<file path="src/rtl/period_meter.sv">
// period_meter: measures the rising-to-rising period and the high time of a
// slow, asynchronous square wave, counted in clk cycles. The first rising edge
// after arming only aligns phase. Later rising edges publish period/high_time
// together with a one-cycle valid pulse. A sticky timeout flag reports a
// missing edge.
module period_meter #(
  parameter int WIDTH   = 23,
  parameter int TIMEOUT = 8000000
) (
  input  logic             clk,
  input  logic             reset,
  input  logic             enable,
  input  logic             sig_in,
  output logic [WIDTH-1:0] period,
  output logic [WIDTH-1:0] high_time,
  output logic             valid,
  output logic             timeout,
  output logic [1:0]       state_dbg
);

  typedef enum logic [1:0] {
    IDLE = 2'd0,
    ARM  = 2'd1,
    HIGH = 2'd2,
    LOW  = 2'd3
  } state_t;

  localparam logic [WIDTH-1:0] TMO = WIDTH'(TIMEOUT);

  logic             s1, s2, s3;
  logic             rise, fall;
  state_t           state, state_d;
  logic [WIDTH-1:0] cnt, cnt_d, cnt_inc;
  logic [WIDTH-1:0] hi_reg, hi_d;
  logic [WIDTH-1:0] period_d, high_d;
  logic             valid_d, timeout_d;
  logic             at_limit;

  assign rise      = s2 & ~s3;
  assign fall      = ~s2 & s3;
  assign at_limit  = (cnt == TMO);
  // Saturating increment keeps the counter from ever passing TIMEOUT. This
  // matters when a falling edge lands on the limit cycle: the edge is still
  // honoured, and the limit is then reached again in LOW.
  assign cnt_inc   = at_limit ? cnt : cnt + 1'b1;
  assign state_dbg = state;

  // Two-flop synchronizer plus one history flop for edge detection
  always_ff @(posedge clk) begin
    if (reset) begin
      s1 <= 1'b0;
      s2 <= 1'b0;
      s3 <= 1'b0;
    end else begin
      s1 <= sig_in;
      s2 <= s1;
      s3 <= s2;
    end
  end

  // FSM state register
  always_ff @(posedge clk) begin
    if (reset) state <= IDLE;
    else       state <= state_d;
  end

  // Counter, captured high time and registered measurement outputs
  always_ff @(posedge clk) begin
    if (reset) begin
      cnt       <= '0;
      hi_reg    <= '0;
      period    <= '0;
      high_time <= '0;
      valid     <= 1'b0;
      timeout   <= 1'b0;
    end else begin
      cnt       <= cnt_d;
      hi_reg    <= hi_d;
      period    <= period_d;
      high_time <= high_d;
      valid     <= valid_d;
      timeout   <= timeout_d;
    end
  end

  // Next-state and datapath decisions. An edge wins over the timeout check,
  // and a low enable wins over everything except reset.
  always_comb begin
    state_d   = state;
    cnt_d     = cnt_inc;
    hi_d      = hi_reg;
    period_d  = period;
    high_d    = high_time;
    valid_d   = 1'b0;
    timeout_d = timeout;
    if (!enable) begin
      state_d = IDLE;
      cnt_d   = '0;
    end else begin
      case (state)
        IDLE: begin
          state_d = ARM;
          cnt_d   = '0;
        end
        ARM: begin
          if (rise) begin
            state_d = HIGH;
            cnt_d   = WIDTH'(1);
          end else if (at_limit) begin
            timeout_d = 1'b1;
            cnt_d     = '0;
          end
        end
        HIGH: begin
          if (fall) begin
            state_d = LOW;
            hi_d    = cnt;
          end else if (at_limit) begin
            timeout_d = 1'b1;
            state_d   = ARM;
            cnt_d     = '0;
          end
        end
        LOW: begin
          if (rise) begin
            state_d   = HIGH;
            period_d  = cnt;
            high_d    = hi_reg;
            valid_d   = 1'b1;
            timeout_d = 1'b0;
            cnt_d     = WIDTH'(1);
          end else if (at_limit) begin
            timeout_d = 1'b1;
            state_d   = ARM;
            cnt_d     = '0;
          end
        end
        default: begin
          state_d = IDLE;
          cnt_d   = '0;
        end
      endcase
    end
  end

endmodule

</file>
<file path="config.mk">
export PLATFORM = sky130hd
export DESIGN_NAME = period_meter
export DESIGN_NICKNAME = d
export VERILOG_FILES = /design/src/rtl/period_meter.sv
export SDC_FILE = /design/constraint.sdc
export NUM_CORES = 1
export LEC_CHECK = 0
export BUFFER_PORTS_ARGS = -buffer_cell sky130_fd_sc_hd__buf_2
export CAP_MARGIN = 0
export CELL_PAD_IN_SITES_DETAIL_PLACEMENT = 1
export CELL_PAD_IN_SITES_GLOBAL_PLACEMENT = 1
export CORE_UTILIZATION = 40
export CTS_CLUSTER_DIAMETER = 150
export DETAILED_ROUTE_END_ITERATION = 16
export HOLD_SLACK_MARGIN = 0.05
export MAX_ROUTING_LAYER = met4
export PLACE_DENSITY_LB_ADDON = 0.15
export SKIP_LAST_GASP = 1
export SYNTH_ARGS = -nofsm -noshare
export SYNTH_HDL_FRONTEND = slang
export SYNTH_SLANG_ARGS = --single-unit
</file>
<file path="constraint.sdc">
create_clock -name clk -period 3 [get_ports clk]
set_clock_uncertainty 0.15 [all_clocks]
set_input_delay 0.9 -clock clk [delete_from_list [all_inputs] [get_ports clk]]
set_output_delay 0.9 -clock clk [all_outputs]
set_load 0.01 [all_outputs]
</file>
; ---- After elaboration in Yosys (flattened, before gate mapping)
; Cells that the tools add are included.
[word_totals]
mem_count = 0
ramBits = 0
regBits = 99
latchBits = 0
romBits = 0
word_cells = 48
output_inout_bits = 50
[classes]
n_addsub = 1
n_div = 0
order_cmp = 0
mux = 16
n_reduce_logical = 8
n_bitwise = 6
n_eq_ne = 7
n_shift = 0
mul = 0
[op_table]
columns = op, count
row1 = two-way mux 23 bit, 4
row2 = one-hot mux 23 bit (3 select lines), 1
row3 = adder 23 x 1 -> 23 bit (second input constant), 1
row4 = == test 23 bit (second input constant), 1
row5 = two-way mux 2 bit, 4
row6 = one-hot mux 2 bit (4 select lines), 1
row7 = inequality test 2 bit (second input constant), 3
row8 = AND reduction 3 bit, 2
row9 = two-way mux 1 bit, 5
row10 = == test 2 bit (second input constant), 2
row11 = inverter 1 bit, 4
row12 = AND reduction 4 bit, 1
row13 = OR reduction 2 bit, 2
row14 = one-hot mux 1 bit (3 select lines), 1
row15 = nonzero test 3 bit, 1
row16 = OR reduction 3 bit, 1
row17 = AND 1 bit, 2
row18 = == test 2 x 1 -> 1 bit (second input constant), 1
row19 = logical NOT 2 bit, 1

; ---- Longest topological paths before layout
[depth]
depth_word = 5
ltp_mapped = 10
depth_no_buf = 10

; ---- Worst setup path after synthesis
; OpenSTA, ideal clock, no wires.
[synth_path]
path_type = flip-flop to flip-flop
from = reg cnt[9]
to = reg cnt[0]
setup_slack_ns = 0.810
required_time_ns = 2.734
setup_time_ns = 0.116
t_arrival_ns = 1.924
synth_period_minus_slack_ns = 2.190
stages_incl_launch_ff = 10
cell_sequence = dfxtp_1 -> clkbuf_1 -> nor4bb_1 -> nand4_1 -> or2_2 -> ha_1 -> nor2_1 -> mux2_2 -> nand2_1 -> a21oi_1
[synth_via]
elab_chain_cells = 5
word_cells_on_any_way = 6
[synth_rtl]
columns = item, line_no
row1 = start: declaration, 33  ; logic [WIDTH-1:0] cnt, cnt_d, cnt_inc;
row2 = start signal: assignment, 77  ; cnt <= cnt_d;
row3 = == test 23 bit *, 41  ; assign at_limit = (cnt == TMO);
row4 = two-way mux 23 bit, 45  ; assign cnt_inc = at_limit ? cnt : cnt + 1'b1;
row5 = two-way mux 23 bit, "109, 118, 132"
row6 = two-way mux 23 bit (on tied branches), "125, 115"
row7 = one-hot mux 23 bit (3 select lines) *, 100  ; case (state)
; Every way passes the cells marked *; elsewhere a longest branch is shown, timed or not.
; A chain may end at the register's enable or synchronous reset.

; ---- Final worst setup path
[layout_path]
from = reg cnt[0]
to = reg cnt[0]
[layout_via]
elab_chain_cells = 5
word_cells_on_any_way = 7
[layout_rtl]
columns = item, line_no
row1 = adder 23 x 1 -> 23 bit or == test 23 bit (tied branches), "45, 41"
row2 = two-way mux 23 bit, 45
row3 = two-way mux 23 bit, "109, 118, 132"
row4 = two-way mux 23 bit (on tied branches), "125, 115"
row5 = one-hot mux 23 bit (3 select lines) *, 100
; Marks and branches as above.

==> flow_summary.toml <==
[critical_path]
rrSetupSlack_ps = 580
cp.buffers_inverters = 1
crit_required_ps = 3100
critPathMaxStageDelay_ps = 400
crit_arrival_ps = 2530
start_kind = "flip-flop"
worstSetupPathType = "flip-flop to flip-flop"
critPathCaptureType = "flip-flop"
cp_top_family = "simple AND/OR/NAND/NOR gates"
r2r_start = "cnt[0]$_SDFF_PP0_"
reg2reg_depth = 10
r2r-end = "cnt[0]$_SDFF_PP0_"
path_common_cell = "ha_1"
cp_max_fo = 7
slowest_stage = "or2_2"
path_cells = "inv_1 -> ha_1 -> and4b_1 -> nand4_1 -> or2_2 -> ha_1 -> nor2_1 -> mux2_2 -> nand2_1 -> a21oi_1"

[cts]
cts_setup_buffers = 0
ctsHoldBuffers = 0
tritoncts = "built"
clockRootBuffer = "clkbuf_8"
cts_sinks = 99
clk_pin_slew_ps = 90
cts_resized = 0
h-tree-depth = 3
numCtsBuffers = 9
clockBufferDepth = 2
clk_latency_ps = 360

[placed_design]
hpwl_mm = 6.82
post_dp_cell_area_um2 = 4220
place_congestion = 0.836
dp_cells = 630
io_buffers = 53
pre_cts_ws_ps = 591

[synthesis]
synth-xor-area-share = 0.0271
ys_ff_latch = 99
ys.flop_type = "dfxtp_1"
synth_top_family_by_area = "simple AND/OR/NAND/NOR gates"
synth_top_area_share = 0.510
synth.cell_area_um2 = 3880
synth-seq-area-share = 0.510
synthTopCellsByArea = "dfxtp_1, nand2_1, a21oi_1"
syn_avg_cell_area_um2 = 8.14
synth_edf_count = 0
synth.area.mux_share = 0.00290
synth_compound_area_frac = 0.139
synth.distinct_cells = 42
synthArstFlopShare = 0
synth_warnings = 0
synthAdderAreaFrac = 0.00966
syn_nets = 484
synth-simple-area-share = 0.268
synth_top_cell_by_area = "dfxtp_1"
synth_cells = 477

[sta]
fin_ws_ps = 575
final_period_minus_worst_setup_slack_ps = 2420
maxSlewHeadroom = 0.498
worst_pin_slew_ps = 753
setup_viol = 0
final_max_slew_viol_count = 0
fin_setup_tns_ps = 0
max_freq_mhz = 412
hold_violations = 0
rsz0062_at_grt = "no"
fin_crit_sh = 0.808

[worst_hold_path]
hold_depth = 1
hp-start = "s1$_SDFF_PP0_"
worstHoldPathType = "flip-flop to flip-flop"
min_to = "s2$_SDFF_PP0_"

[die]
core_um2 = 9330
rows = 35
die_w_um = 101
die_area_um2 = 10100
pin_count = 54
dieHeight_um = 101
start_util = 0.416

[grt]
grt_use_total = 0.216
busiest_layer = "met2"
grt_util_met1 = 0.274
grt.met2_usage = 0.349
antenna_found_initial = 0
grt_pass1_wl_mm = 16.3
grt_pass1_vias = 3251
use_met3 = 0.0298
overflow = 0
grt_max_degree = 75

[final_layout]
fin_area_um2 = 4390
drive_gt1_frac = 0.167
mostFrequentLayoutCell = "nand2_1"
seqCellArea_um2 = 1980
multi_input_comb_area_um2 = 1740
syn_to_final_growth_pct = 13.0
post-route-util = 0.470
fin_cells = 644
final_cell_mix = "nand2_1, dfxtp_1, a21oi_1"
nets = 519
antenna_cells = 0
nFillCells = 1200

[power]
p_per_area_nw_per_um2 = 481
leakagePower_nw = 1.51
peakVddDrop_mv = 0.233

[route]
drtAntennaViolNets = 0
via_per_inst = 5.11
vias = 3290
drcViolationCount = 0
wl_mm = 9.82
dr.first_iter.drc_count = 109
dr.pass1.iters = 4
wl_per_cell_um = 15.2

[run_status]
status = "complete, no violations"

[run]
max_cap_viol_count = 0
-- synthesized netlist by cell type, types with 3 or more instances --
cell	n
and4_1	3
or3_1	6
xnor2_1	4
nand3_1	6
buf_2	7
nor3_1	14
nand2_1	151
nand2b_1	5
a211oi_1	7
nor2_1	6
o21ai_0	9
a211oi_2	3
ha_1	3
a21oi_1	72
nand4_1	5
and2_1	3
inv_1	3
xor2_1	8
nor4_1	4
clkbuf_1	26
dfxtp_1	99
nor2b_1	4
or4_1	4
o31ai_1	4
-- metal layers --
| metal | vias up | part of all wire |
|---|---|---|
| met4 | 0 | 0.020 |
| li1 | 1665 | - |
| met3 | 12 | 0.022 |
| met1 | 1566 | 0.49 |
| met5 | - | 0 |
| met2 | 47 | 0.47 |
-- per-stage QoR --
stage          total power, mW  hold WS (ps)
5_1_grt                   2.19           322
2_1_floorplan             1.37           264
6_report                  2.11           298
3_3_place_gp              1.38           270
3_5_place_dp              1.39           281
4_1_cts                   2.14           304
-- layout make-up --
| cell class | count | area share |
|---|---|---|
| Sequential cell | 99 | 0.452 |
| Multi-Input combinational cell | 338 | 0.397 |
| Timing Repair Buffer | 61 | 0.0741 |
| Tap cell | 129 | 0.0368 |
| Clock buffer | 9 | 0.0282 |
| Clock inverter | 5 | 0.00912 |
| Inverter | 3 | 0.00257 |
-- cell families after synthesis --
group           after synthesis
fa+ha+maj                     3
mux                           1
xor+xnor                     12
buf+inv                      40
simple gates                225
flops                        99
compound gates               97
-- power breakdown --
group          internal, mW  switching [mW]  leakage, nW  total (mW)
registers              1.32         0.00368        0.798        1.32
clock network         0.297           0.458       0.0738       0.755
logic               0.00910          0.0255        0.641      0.0346
total                  1.62           0.488         1.51        2.11
-- how the worst max path moves through the flow --
stage / start / to / slack (ps) / depth (start not counted)
finish: cnt[0]$_SDFF_PP0_ / cnt[0]$_SDFF_PP0_ / 580 / 10
global route: cnt[0]$_SDFF_PP0_ / cnt[0]$_SDFF_PP0_ / 360 / 10
CTS: cnt[0]$_SDFF_PP0_ / cnt[0]$_SDFF_PP0_ / 570 / 10
detailed placement: cnt[0]$_SDFF_PP0_ / cnt[0]$_SDFF_PP0_ / 590 / 10
global placement: cnt[15]$_SDFF_PP0_ / cnt[0]$_SDFF_PP0_ / 680 / 8
floorplan: cnt[9]$_SDFF_PP0_ / cnt[0]$_SDFF_PP0_ / 810 / 9
Power figures use the tool's default switching activity.
